[src/rtl/key_event_filter.sv]
// Keyboard front end for the game-state controller: debounces the raw two-slot
// keycode word and turns key transitions into single-cycle press/navigation pulses.
module key_event_filter #(
  parameter int unsigned STABLE_CYCLES = 4,
  parameter int unsigned REPEAT_DELAY  = 30,
  parameter int unsigned REPEAT_RATE   = 6
) (
  input  logic        Clk,
  input  logic        Reset,
  input  logic [15:0] keycode_raw,
  input  logic        frame_tick,
  output logic [15:0] keycode_stable,
  output logic        any_key,
  output logic        enter_press,
  output logic        esc_press,
  output logic        pause_press,
  output logic        nav_up,
  output logic        nav_down
);

  localparam logic [7:0] KEY_ENTER = 8'h28;
  localparam logic [7:0] KEY_ESC   = 8'h29;
  localparam logic [7:0] KEY_P     = 8'h13;
  localparam logic [7:0] KEY_UP    = 8'h52;
  localparam logic [7:0] KEY_W     = 8'h1A;
  localparam logic [7:0] KEY_DOWN  = 8'h51;
  localparam logic [7:0] KEY_S     = 8'h16;

  localparam int unsigned CNT_W = $clog2(STABLE_CYCLES + 1);
  localparam logic [CNT_W-1:0] CNT_MAX = CNT_W'(STABLE_CYCLES - 1);

  localparam int unsigned FC_MAX = (REPEAT_DELAY > REPEAT_RATE) ? REPEAT_DELAY : REPEAT_RATE;
  localparam int unsigned FC_W   = $clog2(FC_MAX + 1);
  localparam logic [FC_W-1:0] DELAY_LAST = FC_W'(REPEAT_DELAY - 1);
  localparam logic [FC_W-1:0] RATE_LAST  = FC_W'(REPEAT_RATE - 1);

  typedef enum logic [1:0] {
    DIR_NONE,
    DIR_UP,
    DIR_DOWN
  } dir_t;

  typedef enum logic [1:0] {
    S_IDLE,
    S_DELAY,
    S_REPEAT
  } state_t;

  function automatic logic key_in(input logic [15:0] word, input logic [7:0] key);
    return (word[15:8] == key) || (word[7:0] == key);
  endfunction

  // ---------------------------------------------------------------- debounce
  logic [15:0]      raw_q;
  logic [CNT_W-1:0] cnt;
  logic [CNT_W-1:0] cnt_next;
  logic             accept;

  // cnt holds (run length of raw_q) - 1, so the reset value counts raw_q = 0 once.
  always_comb begin
    cnt_next = '0;
    if (keycode_raw == raw_q) begin
      cnt_next = (cnt == CNT_MAX) ? cnt : cnt + 1'b1;
    end
    accept = (cnt_next == CNT_MAX);
  end

  always_ff @(posedge Clk) begin
    if (Reset) begin
      raw_q          <= '0;
      cnt            <= '0;
      keycode_stable <= '0;
    end else begin
      raw_q <= keycode_raw;
      cnt   <= cnt_next;
      if (accept) begin
        keycode_stable <= keycode_raw;
      end
    end
  end

  assign any_key = (keycode_stable != '0);

  // ------------------------------------------------------------ press pulses
  logic [15:0] stable_prev;

  always_ff @(posedge Clk) begin
    if (Reset) begin
      stable_prev <= '0;
      enter_press <= 1'b0;
      esc_press   <= 1'b0;
      pause_press <= 1'b0;
    end else begin
      stable_prev <= keycode_stable;
      enter_press <= key_in(keycode_stable, KEY_ENTER) && !key_in(stable_prev, KEY_ENTER);
      esc_press   <= key_in(keycode_stable, KEY_ESC)   && !key_in(stable_prev, KEY_ESC);
      pause_press <= key_in(keycode_stable, KEY_P)     && !key_in(stable_prev, KEY_P);
    end
  end

  // -------------------------------------------------------- nav auto-repeat
  logic up_req;
  logic down_req;
  dir_t cur_dir;

  always_comb begin
    up_req   = key_in(keycode_stable, KEY_UP)   || key_in(keycode_stable, KEY_W);
    down_req = key_in(keycode_stable, KEY_DOWN) || key_in(keycode_stable, KEY_S);
    cur_dir  = DIR_NONE;
    if (up_req && !down_req) begin
      cur_dir = DIR_UP;
    end else if (down_req && !up_req) begin
      cur_dir = DIR_DOWN;
    end
  end

  state_t          state;
  state_t          state_n;
  dir_t            dir;
  dir_t            dir_n;
  logic [FC_W-1:0] fcnt;
  logic [FC_W-1:0] fcnt_n;
  logic [FC_W-1:0] fcnt_last;
  logic            fire;
  logic            nav_up_n;
  logic            nav_down_n;

  always_comb begin
    state_n   = state;
    dir_n     = dir;
    fcnt_n    = fcnt;
    fire      = 1'b0;
    fcnt_last = (state == S_DELAY) ? DELAY_LAST : RATE_LAST;

    case (state)
      S_IDLE: begin
        if (cur_dir != DIR_NONE) begin
          fire    = 1'b1;
          dir_n   = cur_dir;
          fcnt_n  = '0;
          state_n = S_DELAY;
        end
      end
      S_DELAY, S_REPEAT: begin
        if (cur_dir == DIR_NONE) begin
          fcnt_n  = '0;
          state_n = S_IDLE;
        end else if (cur_dir != dir) begin
          // Reversal fires immediately; any frame_tick this cycle is dropped.
          fire    = 1'b1;
          dir_n   = cur_dir;
          fcnt_n  = '0;
          state_n = S_DELAY;
        end else if (frame_tick) begin
          if (fcnt == fcnt_last) begin
            fire    = 1'b1;
            fcnt_n  = '0;
            state_n = S_REPEAT;
          end else begin
            fcnt_n = fcnt + 1'b1;
          end
        end
      end
      default: begin
        fcnt_n  = '0;
        state_n = S_IDLE;
      end
    endcase

    // dir_n always names the direction being pulsed whenever fire is set.
    nav_up_n   = fire && (dir_n == DIR_UP);
    nav_down_n = fire && (dir_n == DIR_DOWN);
  end

  always_ff @(posedge Clk) begin
    if (Reset) begin
      state    <= S_IDLE;
      dir      <= DIR_NONE;
      fcnt     <= '0;
      nav_up   <= 1'b0;
      nav_down <= 1'b0;
    end else begin
      state    <= state_n;
      dir      <= dir_n;
      fcnt     <= fcnt_n;
      nav_up   <= nav_up_n;
      nav_down <= nav_down_n;
    end
  end

endmodule

[config.mk]
export PLATFORM = sky130hd
export DESIGN_NAME = key_event_filter
export DESIGN_NICKNAME = d
export VERILOG_FILES = /design/src/rtl/key_event_filter.sv
export SDC_FILE = /design/constraint.sdc
export NUM_CORES = 1
export LEC_CHECK = 0
export ABC_AREA = 1
export BUFFER_PORTS_ARGS = -buffer_cell sky130_fd_sc_hd__buf_2
export CAP_MARGIN = 10
export CORE_ASPECT_RATIO = 2
export CORE_UTILIZATION = 52
export CTS_BUF_LIST = sky130_fd_sc_hd__clkbuf_4
export DETAILED_ROUTE_END_ITERATION = 7
export PLACE_DENSITY = 0.78
export SLEW_MARGIN = 30
export SYNTH_ARGS = -nofsm -noshare
export SYNTH_HDL_FRONTEND = slang
export SYNTH_SLANG_ARGS = --single-unit
export TNS_END_PERCENT = 100
[constraint.sdc]
create_clock -name Clk -period 2.7 [get_ports Clk]
set_clock_uncertainty 0.05 [all_clocks]
set_input_delay 0.405 -clock Clk [delete_from_list [all_inputs] [get_ports Clk]]
set_output_delay 0.405 -clock Clk [all_outputs]
set_load 0.1 [all_outputs]
Word level (Yosys, flattened, before mapping)
Index checks and enable logic that the tools add are counted.

word-level totals
  bits in registers = 65
  bits of input ports = 19
  output and inout bits = 22
  logic and storage cells = 104

cells by class
  $add $sub $neg = 2
  equal/unequal tests = 32
  mux-type cells = 27
  reductions and logical operators = 31

operators with widths
  cell                                                              count
  8-bit by 5-bit == test with 1-bit output (second input constant)  8
  8-bit by 6-bit == test with 1-bit output (second input constant)  8
  8-bit by 7-bit == test with 1-bit output (second input constant)  4
  5-bit 2-to-1 mux                                                  6
  2-bit 2-to-1 mux                                                  10
  16-bit == test                                                    1
  16-bit nonzero test                                               1
  1-bit logical OR                                                  12
  5-bit case mux with 2 select lines                                1
  4-bit inequality test (second input constant)                     2
  2-bit case mux with 2 select lines                                2
  1-bit logical AND                                                 7
  3-bit by 2-bit == test with 1-bit output (second input constant)  2
  3-bit 2-to-1 mux                                                  2
  5-bit by 1-bit adder with 5-bit output (second input constant)    1
  5-bit == test                                                     1
  1-bit zero test                                                   5
  1-bit 2-to-1 mux                                                  5
  2-bit by 1-bit == test with 1-bit output (second input constant)  2
  2-bit == test (second input constant)                             2
  2-bit zero test                                                   2
  3-bit by 1-bit adder with 3-bit output (second input constant)    1
  3-bit AND reduction                                               1
  2-bit inequality test                                             1
  other kinds (5)                                                   5

Depth between registers and ports, before layout
Gate-level depths: netlist (run 1).

  depth after elaboration = 13
  gate-level depth with buffers = 16
  mapped depth without buffers = 16

Worst setup path before layout (run 1)
OpenSTA, ideal clock, no wires.

  path type = register -> register
  start = register keycode_stable[4]
  end = register fcnt[3]
  setup time = 0.080 ns
  arrival time = 2.769 ns
  data required time = 2.570 ns
  path slack = -0.199 ns
  stages on the path, launching flop included = 16
  path buffers = 0
  clock period less this slack = 2.899 ns
  path through = dfxtp_1 > inv_1 > nor2_1 > nand3_1 > nor3_1 > nor2_1 > nand2_1 > inv_1 > ha_1 > nor2_1 > nand3_1 > nor2_1 > nor2_2 > nand2_1 > nand2_1 > nor3b_1

on the way
  longest elaborated chain between the ends = 11
  elaborated cells between the ends (all ways) = 25
  classes of those cells = eq/ne: 7; mux: 5; reduce/logical: 13

RTL lines
  element                                                                                                      line  RTL
  start: declaration                                                                                           12    output logic [15:0] keycode_stable,
  start signal: assignment                                                                                     77    keycode_stable <= keycode_raw;
  8-bit by 7-bit == test with 1-bit output / 8-bit by 5-bit == test with 1-bit output (equally long branches)  50    return (word[15:8] == key) || (word[7:0] == key);
  1-bit logical OR                                                                                             50
  1-bit logical OR                                                                                             107   up_req = key_in(keycode_stable, KEY_UP) || key_in(keycode_stable, KEY_W);
  1-bit zero test                                                                                              112   end else if (down_req && !up_req) begin
  1-bit logical AND                                                                                            112
  2-bit 2-to-1 mux                                                                                             112
  2-bit 2-to-1 mux *                                                                                           110   if (up_req && !down_req) begin
  2-bit inequality test                                                                                        148   end else if (cur_dir != dir) begin
  5-bit 2-to-1 mux                                                                                             148
  5-bit 2-to-1 mux                                                                                             145   if (cur_dir == DIR_NONE) begin
  5-bit case mux with 2 select lines                                                                           135   case (state)
  end signal: assignment                                                                                       185   fcnt <= fcnt_n;
  end: declaration                                                                                             121   logic [FC_W-1:0] fcnt;

Every way passes the cells marked *; elsewhere a longest branch is shown, timed or not.
A chain may end at the register's enable or synchronous reset.

Worst setup path in the final report (run 1)
  start = register keycode_stable[12]
  end = register fcnt[3]

Same word-level chain as after synthesis.

==> metrics.cfg, run 1 <==
[setup_path]
cpMostUsedCell = nor2_1
crit_path_top_delay_cell = dfxtp_2
critPathCaptureType = flip-flop
critPathKind = flip-flop to flip-flop
critical_path.max_fanout = 8
cp-start-kind = flip-flop
critPathRequiredTime_ns = 2.97
worst-path-buf-inv = 2
cpLargestDelayFamily = simple AND/OR/NAND/NOR gates
cp.arrival_ns = 2.70
rrSetupSlack_ns = 0.27
crit_chain = inv_1 -> nor2_1 -> nand3_1 -> nor3_1 -> nor2_1 -> nand2_1 -> inv_1 -> ha_1 -> nor2_1 -> nand3_1 -> nor2_1 -> nor2_2 -> nand2_1 -> nand2_1 -> nor3b_1
slowest_delay_ns = 0.37

[status]
status = finished, final reports clean

[synth]
syn_nets = 472
syn_area_sq_um = 3090
syn_area_per_cell_sq_um = 6.94
yosysSeqAreaShare_pct = 42.1
syn_inst = 445
synth_warnings = 0
synth_seq_cells = 65
yosysUniqueCellTypes = 34

[sta]
max_freq_ghz = 0.411
tns_ns = 0
setup_violations = 0
hold_viol_final = 0
max_slew_margin_pct = 57.1
post-route-min-period_ns = 2.43
worst_pin_slew_ns = 0.638
maxSlewViolCount = 0
rsz0062_at_grt = true
post-route-period-util_pct = 90.1

[clock_network]
cts.sinks = 65
cts_setup_buffers = 0
cts_hold_buf = 0
path_clk_slew_ns = 0.09
clkLatencyLatePin_ns = 0.41
clockBufferDepth = 2
htreeDepth = 3
cts_root_buf = clkbuf_4
cts_tree = built
cts_inserted_buffers = 9

[finish]
syn2layout_area_growth_pct = 11.6
diodes = 0
final_util_pct = 60.4
post-route-cell-area_sq_um = 3450
fill_cells = 527
nets = 518
drive_gt1_share_pct = 18.9
fin_cells = 554

[global_routing]
grt_pass1_wl_um = 11800
grt_max_degree = 37
overflow = 0
antenna_found_initial = 0
grt_pass1_vias = 2759
grt_usage_pct = 24.6

[route]
vias_per_cell = 5.11
drtIter0Drc = 128
drc_errors = 0
drtAntennaViolNets = 0
wirelength_um = 7100
wl_per_cell_um = 12.8
vias = 2830
dr.pass1.iters = 4

[die]
rows = 39
design.core.area_sq_um = 5710
dieArea_sq_um = 6270
ios = 41
die_x_um = 56.5
die_h_um = 111
start_util_pct = 54.1

[placed_design]
dpl.cell_count = 541
placed_area_sq_um = 3360
io_buffers = 40
gp_congestion = 0.923
post-dp-hpwl_um = 5490

[pwr]
peakVddDrop_mv = 0.425
p_leak_nw = 1.62
powerDensity_nw_per_um2 = 502

[flow_run]
cap_viol_max_count = 0

[min_path]
hold_path_class = input port to flip-flop

-- registers in the layout, indices dropped and copies added (netlist names) --
| name | cells |
|---|---|
| nav_up | 1 |
| keycode_stable | 16 |
| fcnt | 5 |
| pause_press | 1 |
| cnt | 3 |
| dir | 2 |
| raw_q | 16 |
| esc_press | 1 |
| stable_prev | 16 |
| nav_down | 1 |
| enter_press | 1 |
| state | 2 |
-- power breakdown --
part	internal, W	leakage (nW)	switching [W]
logic	0.0000828	1.04	0.000150
registers	0.000987	0.537	0.0000226
clock network	0.000176	0.0507	0.000312
-- layer usage --
layer / track usage (%) / routed length (um)
met1: 22.4 / 2570
met2: 45.9 / 3930
met3: 6.53 / 227
met4: 15.0 / 367
met5: 0 / 0
-- cell usage after synthesis --
library cell	number	area (sq um)
nor2_1	90	338
inv_1	84	315
nand2_1	80	300
dfxtp_1	65	1300
a21oi_1	20	100
nor3_1	13	65.1
nand3_1	12	60.1
ha_1	8	100
xnor2_1	8	70.1
nand2_2	7	43.8
inv_2	6	22.5
nor4_1	6	37.5
nand4_1	5	31.3
nor2_2	5	31.3
o21ai_0	5	25.0
a22oi_1	3	22.5
buf_1	3	11.3
xor2_1	3	26.3
buf_6	2	22.5
clkinv_2	2	10.0
nand3b_1	2	15.0
nand4_4	2	42.5
o21a_1	2	15.0
or2_2	2	12.5
and2_1	1	6.26
buf_2	1	5.00
clkinv_1	1	3.75
nor2_4	1	11.3
nor3b_1	1	7.51
o21ai_1	1	5.00
o221ai_1	1	8.76
o22ai_1	1	6.26
o311ai_0	1	8.76
o32ai_1	1	8.76
-- placed cells by master, fill, tap and decap left out, types with 2 or more instances in the layout --
| master | netlist | final |
|---|---|---|
| dfxtp_1 | 65 | 49 |
| nand2_2 | 7 | 7 |
| clkinv_2 | 2 | 2 |
| nand3b_1 | 2 | 2 |
| nor2_1 | 90 | 90 |
| clkbuf_4 | 0 | 10 |
| a21oi_1 | 20 | 20 |
| dfxtp_2 | 0 | 16 |
| nor4_1 | 6 | 6 |
| inv_2 | 6 | 6 |
| a22oi_1 | 3 | 3 |
| nand4_1 | 5 | 5 |
| nand4_4 | 2 | 2 |
| nor3_1 | 13 | 13 |
| o21ai_0 | 5 | 5 |
| nand2_1 | 80 | 80 |
| clkinv_1 | 1 | 4 |
| xor2_1 | 3 | 3 |
| o21a_1 | 2 | 2 |
| inv_1 | 84 | 84 |
| xnor2_1 | 8 | 7 |
| buf_2 | 1 | 40 |
| nor2_2 | 5 | 5 |
| or2_2 | 2 | 2 |
| ha_1 | 8 | 8 |
| nand3_1 | 12 | 12 |
-- cells by family (layout without fill, tap and decap cells) --
group,count (synthesis),in the layout,synth area share [%]
fa+ha+maj,8,8,3.24
compound gates,35,35,6.48
xor+xnor,11,11,3.12
flops,65,65,42.1
simple gates,227,227,32.4
buf+inv,99,147,12.6
-- layout make-up --
| type | count | area (sq um) | area share (%) |
|---|---|---|---|
| clock buffer | 10 | 75.1 | 2.18 |
| clock inverter | 3 | 11.3 | 0.326 |
| inverter | 93 | 352 | 10.2 |
| multi-input combinational | 281 | 1410 | 40.8 |
| sequential | 65 | 1320 | 38.3 |
| tap | 61 | 76.3 | 2.21 |
| timing repair buffer | 41 | 208 | 6.02 |
-- final timing paths --
path,from,to,cells past startpoint
hold reg to reg,keycode_stable[14]$_SDFFE_PP0N_,stable_prev[14]$_SDFF_PP0_,2
setup reg to reg,keycode_stable[12]$_SDFFE_PP0N_,fcnt[3]$_SDFFE_PP0P_,15
setup / recovery,keycode_stable[12]$_SDFFE_PP0N_,fcnt[3]$_SDFFE_PP0P_,15
hold / removal,keycode_raw[10],raw_q[10]$_SDFF_PP0_,3
-- worst min-delay path: stages --
cell and delay [ns]:
buf_2 0.12, inv_1 0.05, nor2_1 0.03
-- repair_timing --
action | in CTS | in global routing
hold endpoints to repair | 0 | 0
gates resized for setup | 0 | 1
setup endpoints to repair | 0 | 2
-- stage by stage --
| step | hold WS, ns | setup slack, ns | total power (W) |
|---|---|---|---|
| CTS | 0.149 | 0.278 | 0.00175 |
| floorplan | 0.424 | 0.160 | 0.00119 |
| global placement | 0.399 | 0.368 | 0.00125 |
| detailed placement | 0.403 | 0.310 | 0.00126 |
| finish | 0.184 | 0.268 | 0.00173 |
| global route | 0.170 | -0.00494 | 0.00182 |
(Power assumes the default switching activity.)
==> run 2: changes to the inputs <==
- ABC_AREA: 1 -> not set
- CTS_BUF_LIST: sky130_fd_sc_hd__clkbuf_4 -> not set
- PLACE_DENSITY: 0.78 -> 0.79
==> metrics.cfg, run 2 <==
[placed_design]
gp_congestion = 0.849
dpl.cell_count = 358
post-dp-hpwl_um = 4410
io_buffers = 40

[global_routing]
grt_usage_pct = 23.5
grt_pass1_wl_um = 9240
antenna_found_initial = 0
overflow = 0
grt_pass1_vias = 2098
grt_max_degree = 32

[setup_path]
reg2reg_from = keycode_stable[8]$_SDFFE_PP0N_
critical_path.max_fanout = 8
cp.arrival_ns = 2.73
critPathKind = flip-flop to flip-flop
rrSetupSlack_ns = 0.17
critPathCaptureType = flip-flop
critPathRequiredTime_ns = 2.91
cp-start-kind = flip-flop
ff2ff_path_depth = 8
r2r-end = fcnt[1]$_SDFFE_PP0P_

[clock_network]
cts_root_buf = clkbuf_8
cts_hold_buf = 0
cts.sinks = 65
cts_inserted_buffers = 9
clockBufferDepth = 2
cts_tree = built
cts_resized = 0
clkLatencyLatePin_ns = 0.34
cts_setup_buffers = 0
htreeDepth = 3
path_clk_slew_ns = 0.07

[die]
ios = 41
dieArea_sq_um = 5540
rows = 36
die_x_um = 53.1
design.core.area_sq_um = 4950
start_util_pct = 54.9
die_h_um = 104

[sta]
worst_pin_slew_ns = 0.555
maxSlewViolCount = 0
setup_violations = 0
post-route-period-util_pct = 93.5
max_slew_margin_pct = 63.0
tns_ns = 0
holdWs_ns = 0.296
rsz0062_at_grt = false
max_freq_ghz = 0.396
post-route-min-period_ns = 2.53
hold_viol_final = 0

[synth]
syn_inst = 262
synthArstFlopShare_pct = 0
synth_top_area_share_pct = 47.8
post-synth-top-area-cell = dfxtp_1
syn_area_sq_um = 2720
synth_most_common_cell = dfxtp_1
yosysUniqueCellTypes = 44
synthTopCellsByArea = dfxtp_1, nor2b_1, xnor2_1, mux2_4, ha_1
synth_flop_cell = dfxtp_1
syn_nets = 289
synth_commonest_cells = dfxtp_1, nor2b_1, xnor2_1
yosysSeqAreaShare_pct = 47.8
syn_area_per_cell_sq_um = 10.4
synth-edff-count = 0
synth_seq_cells = 65
synth_warnings = 0

[route]
vias_per_cell = 5.47
wl_per_cell_um = 15.3
vias = 2040
drtAntennaViolNets = 0
drc_errors = 0
drtIter0Drc = 29
dr.pass1.iters = 4
wirelength_um = 5720

[pwr]
pwr-share-seq_pct = 51.1
p_leak_nw = 1.39
switching_share_pct = 20.2
p_comb_share_pct = 3.6
power_switching_w = 0.000386
power.internal_w = 0.00153
powerDensity_nw_per_um2 = 590
power_frac_clock_pct = 45.3
peakVddDrop_mv = 0.570
total_power_w = 0.00191

[flow_run]
cap_viol_max_count = 0

[finish]
layout_common_cells = dfxtp_1, buf_2, nor2b_1
top_regs = keycode_stable (16), raw_q (16), stable_prev (16)
syn2layout_area_growth_pct = 19.0
drive_gt1_share_pct = 29.7
final_common_cell = dfxtp_1
diodes = 0
nets = 339
fin_cells = 373

[min_path]
hold_path_class = input port to flip-flop
min_path_cells = 2
hold_end = raw_q[2]$_SDFF_PP0_
min_from = keycode_raw[2]

[status]
status = finished, final reports clean

-- run 2: changes by cell type in the layout (fill, tap and decap cells not counted), sizes merged, moves of 13 or more --
cell | before | now
a21oi | 20 | 4
inv | 90 | 8
nand2 | 87 | 9
mux2 | 0 | 16
xnor2 | 8 | 21
nor2 | 96 | 16
nor2b | 0 | 35
-- run 2: logic make-up after synthesis --
logic type	after synthesis	share of synthesized area, %
DFF	65	47.8
buffers and inverters	13	2.07
and+or+nand+nor	109	23.7
adders and majority gates	8	3.68
xor gates and xnor gates	25	8.05
muxes	18	8.74
AOI/OAI and AO/OA	24	5.89
-- run 2: power groups by stage --
stage                     registers [W]  clock network (W)   logic, W
after detailed placement       0.000999                  0  0.0000701
after floorplan                0.000997                  0  0.0000416
after global routing           0.000978           0.000919  0.0000769
after global placement         0.000998                  0  0.0000693
final                          0.000977           0.000865  0.0000692
after CTS                      0.000977           0.000884  0.0000703
-- run 2: worst max-delay path by stage --
stage               cells past startpoint  slack, ns                    to                           start
global placement                        8       0.25  fcnt[1]$_SDFFE_PP0P_  keycode_stable[8]$_SDFFE_PP0N_
detailed placement                      8       0.14  fcnt[1]$_SDFFE_PP0P_  keycode_stable[8]$_SDFFE_PP0N_
finish                                  8       0.17  fcnt[1]$_SDFFE_PP0P_  keycode_stable[8]$_SDFFE_PP0N_
floorplan                               3       0.02               any_key  keycode_stable[9]$_SDFFE_PP0N_
CTS                                     8       0.08  fcnt[1]$_SDFFE_PP0P_  keycode_stable[8]$_SDFFE_PP0N_
global route                           10      0.004  fcnt[1]$_SDFFE_PP0P_  keycode_stable[7]$_SDFFE_PP0N_
-- run 2: layout make-up --
class                           instances  area (sq um)
Sequential cell                        65          1320
Clock inverter                          2          35.0
Tap cell                               57          71.3
Multi-Input combinational cell        184          1370
Fill cell                             435          1720
Timing Repair Buffer                   44           230
Inverter                                8          30.0
Clock buffer                           13           179
-- run 2: critical path: stages, from the launching register on --
cell and delay (ns):
dfxtp_2 0.35, or3_1 0.40, o31a_1 0.34, ha_1 0.35
nor2b_1 0.20, nand3_1 0.15, o21bai_2 0.23, nand2b_1 0.17
a211oi_1 0.20
-- run 2: routing by layer --
layer	part of all wire, %	vias up	track usage, %
met2	57	52	43.5
met1	35	961	20.4
li1	-	1011	-
met4	3.9	0	14.1
met5	0	-	0
met3	3.8	16	6.73
-- run 2: metrics by stage --
stage               cell area [sq um]  utilization, %  setup WS, ns
floorplan                        2740               -        0.0211
global placement                 3010            60.8         0.247
detailed placement               3010            60.8         0.142
CTS                              3230            65.2        0.0819
global route                     3240            65.4       0.00376
finish                           3240            65.4         0.174
==> run 3: changes to the inputs <==
- PLACE_DENSITY: 0.79 -> 0.74
==> metrics.cfg, run 3 (synthesis gave the netlist of run 2 again) <==
[finish]
layout_common_cells = dfxtp_1, buf_2, nor2b_1
nets = 337
final_common_cell = dfxtp_1
top_regs = keycode_stable (16), raw_q (16), stable_prev (16)
syn2layout_area_growth_pct = 18.2
diodes = 0
drive_gt1_share_pct = 29.6
fin_cells = 371
post-route-cell-area_sq_um = 3210

[die]
die_h_um = 104
start_util_pct = 54.9
ios = 41
rows = 36
die_x_um = 53.1
dieArea_sq_um = 5540
design.core.area_sq_um = 4950

[clock_network]
cts.sinks = 65
cts_setup_buffers = 0
htreeDepth = 3
cts_inserted_buffers = 9
cts_root_buf = clkbuf_8
clockBufferDepth = 2
cts_hold_buf = 0
path_clk_slew_ns = 0.07
cts_tree = built
cts_resized = 0
clkLatencyLatePin_ns = 0.33

[route]
drtIter0Drc = 38
drc_errors = 0
vias = 2032
vias_per_cell = 5.48
drtAntennaViolNets = 0
dr.pass1.iters = 4
wirelength_um = 5700
wl_per_cell_um = 15.4

[global_routing]
grt_pass1_wl_um = 9320
overflow = 0
antenna_found_initial = 0
grt_pass1_vias = 2093
grt_max_degree = 24
grt_usage_pct = 23.3

[placed_design]
post-dp-hpwl_um = 4340
gp_congestion = 0.900
io_buffers = 40
placed_area_sq_um = 3000
preCtsSetupSlack_ns = 0.0980
dpl.cell_count = 356

[pwr]
p_leak_nw = 1.38
powerDensity_nw_per_um2 = 576
peakVddDrop_mv = 0.600
total_power_w = 0.00185

[setup_path]
crit_chain = or4_1 -> nor3b_1 -> nand4b_1 -> buf_2
r2r-end = fcnt[1]$_SDFFE_PP0P_
cp-start-kind = flip-flop
cp.arrival_ns = 2.06
crit_path_top_delay_cell = or4_1
ff2ff_path_depth = 8
rrSetupSlack_ns = 0.22
critPathRequiredTime_ns = 2.25
critical_path.max_fanout = 7
slowest_delay_ns = 0.58
critPathCaptureType = output pin
reg2reg_from = keycode_stable[8]$_SDFFE_PP0N_
critPathKind = flip-flop to output pin

[sta]
rsz0062_at_grt = false
hold_viol_final = 0
final.setup.worst_slack_ns = 0.183
maxSlewViolCount = 0
max_freq_ghz = 0.397
setup_violations = 0
post-route-period-util_pct = 93.2
max_slew_margin_pct = 67.2
worst_pin_slew_ns = 0.490
tns_ns = 0
post-route-min-period_ns = 2.52

[min_path]
min_from = keycode_raw[0]
min_path_cells = 2
hold_path_class = input port to flip-flop
hold_end = raw_q[0]$_SDFF_PP0_

[flow_run]
cap_viol_max_count = 0

[status]
status = finished, final reports clean

[run 3: changes by cell type in the layout (fill, tap and decap cells not counted), sizes merged]
cell,before,now
buf,44,42
clkbuf,13,12
clkinv,1,2
[run 3: worst max-delay path by stage]
stage / from / endpoint / slack (ns) / cells past startpoint
after floorplan: keycode_stable[9]$_SDFFE_PP0N_ / any_key / 0.02 / 3
after global placement: keycode_stable[11]$_SDFFE_PP0N_ / fcnt[1]$_SDFFE_PP0P_ / 0.13 / 10
after detailed placement: keycode_stable[11]$_SDFFE_PP0N_ / fcnt[1]$_SDFFE_PP0P_ / 0.1 / 9
after CTS: keycode_stable[11]$_SDFFE_PP0N_ / fcnt[1]$_SDFFE_PP0P_ / 0.05 / 9
after global routing: keycode_stable[14]$_SDFFE_PP0N_ / fcnt[1]$_SDFFE_PP0P_ / 0.01 / 10
final: keycode_stable[9]$_SDFFE_PP0N_ / any_key / 0.18 / 4
[run 3: worst max-delay path, delay by kind of cell, from the launching register on]
| kind | cells | cell delay (ns) |
|---|---|---|
| buffers and inverters | 1 | 0.33 |
| flip-flops | 1 | 0.35 |
| AND/OR/NAND/NOR | 3 | 1.05 |
[run 3: per-layer routing]
layer | vias up | routed length (um) | track usage (%)
li1 | 1011 | - | -
met1 | 946 | 2020 | 22.6
met2 | 56 | 3190 | 41.0
met3 | 19 | 252 | 6.14
met4 | 0 | 243 | 13.9
met5 | - | 0 | 0
[run 3: per-stage QoR]
step / util, % / hold WS [ns]
floorplan: - / 0.416
global placement: 60.5 / 0.447
detailed placement: 60.5 / 0.453
CTS: 64.5 / 0.301
global route: 64.9 / 0.309
finish: 64.9 / 0.308
[run 3: where the power goes]
part	internal (W)	switching, W
Combinational	0.0000339	0.0000356
Clock	0.000469	0.000335
Sequential	0.000972	0.00000582
Total	0.00147	0.000376
[run 3: area by class of cell]
class	instances	area [sq um]
Clock buffer	12	155
Multi-Input combinational cell	184	1380
Fill cell	422	1740
Clock inverter	3	40.0
Sequential cell	65	1320
Inverter	8	30.0
Tap cell	57	71.3
Timing Repair Buffer	42	215
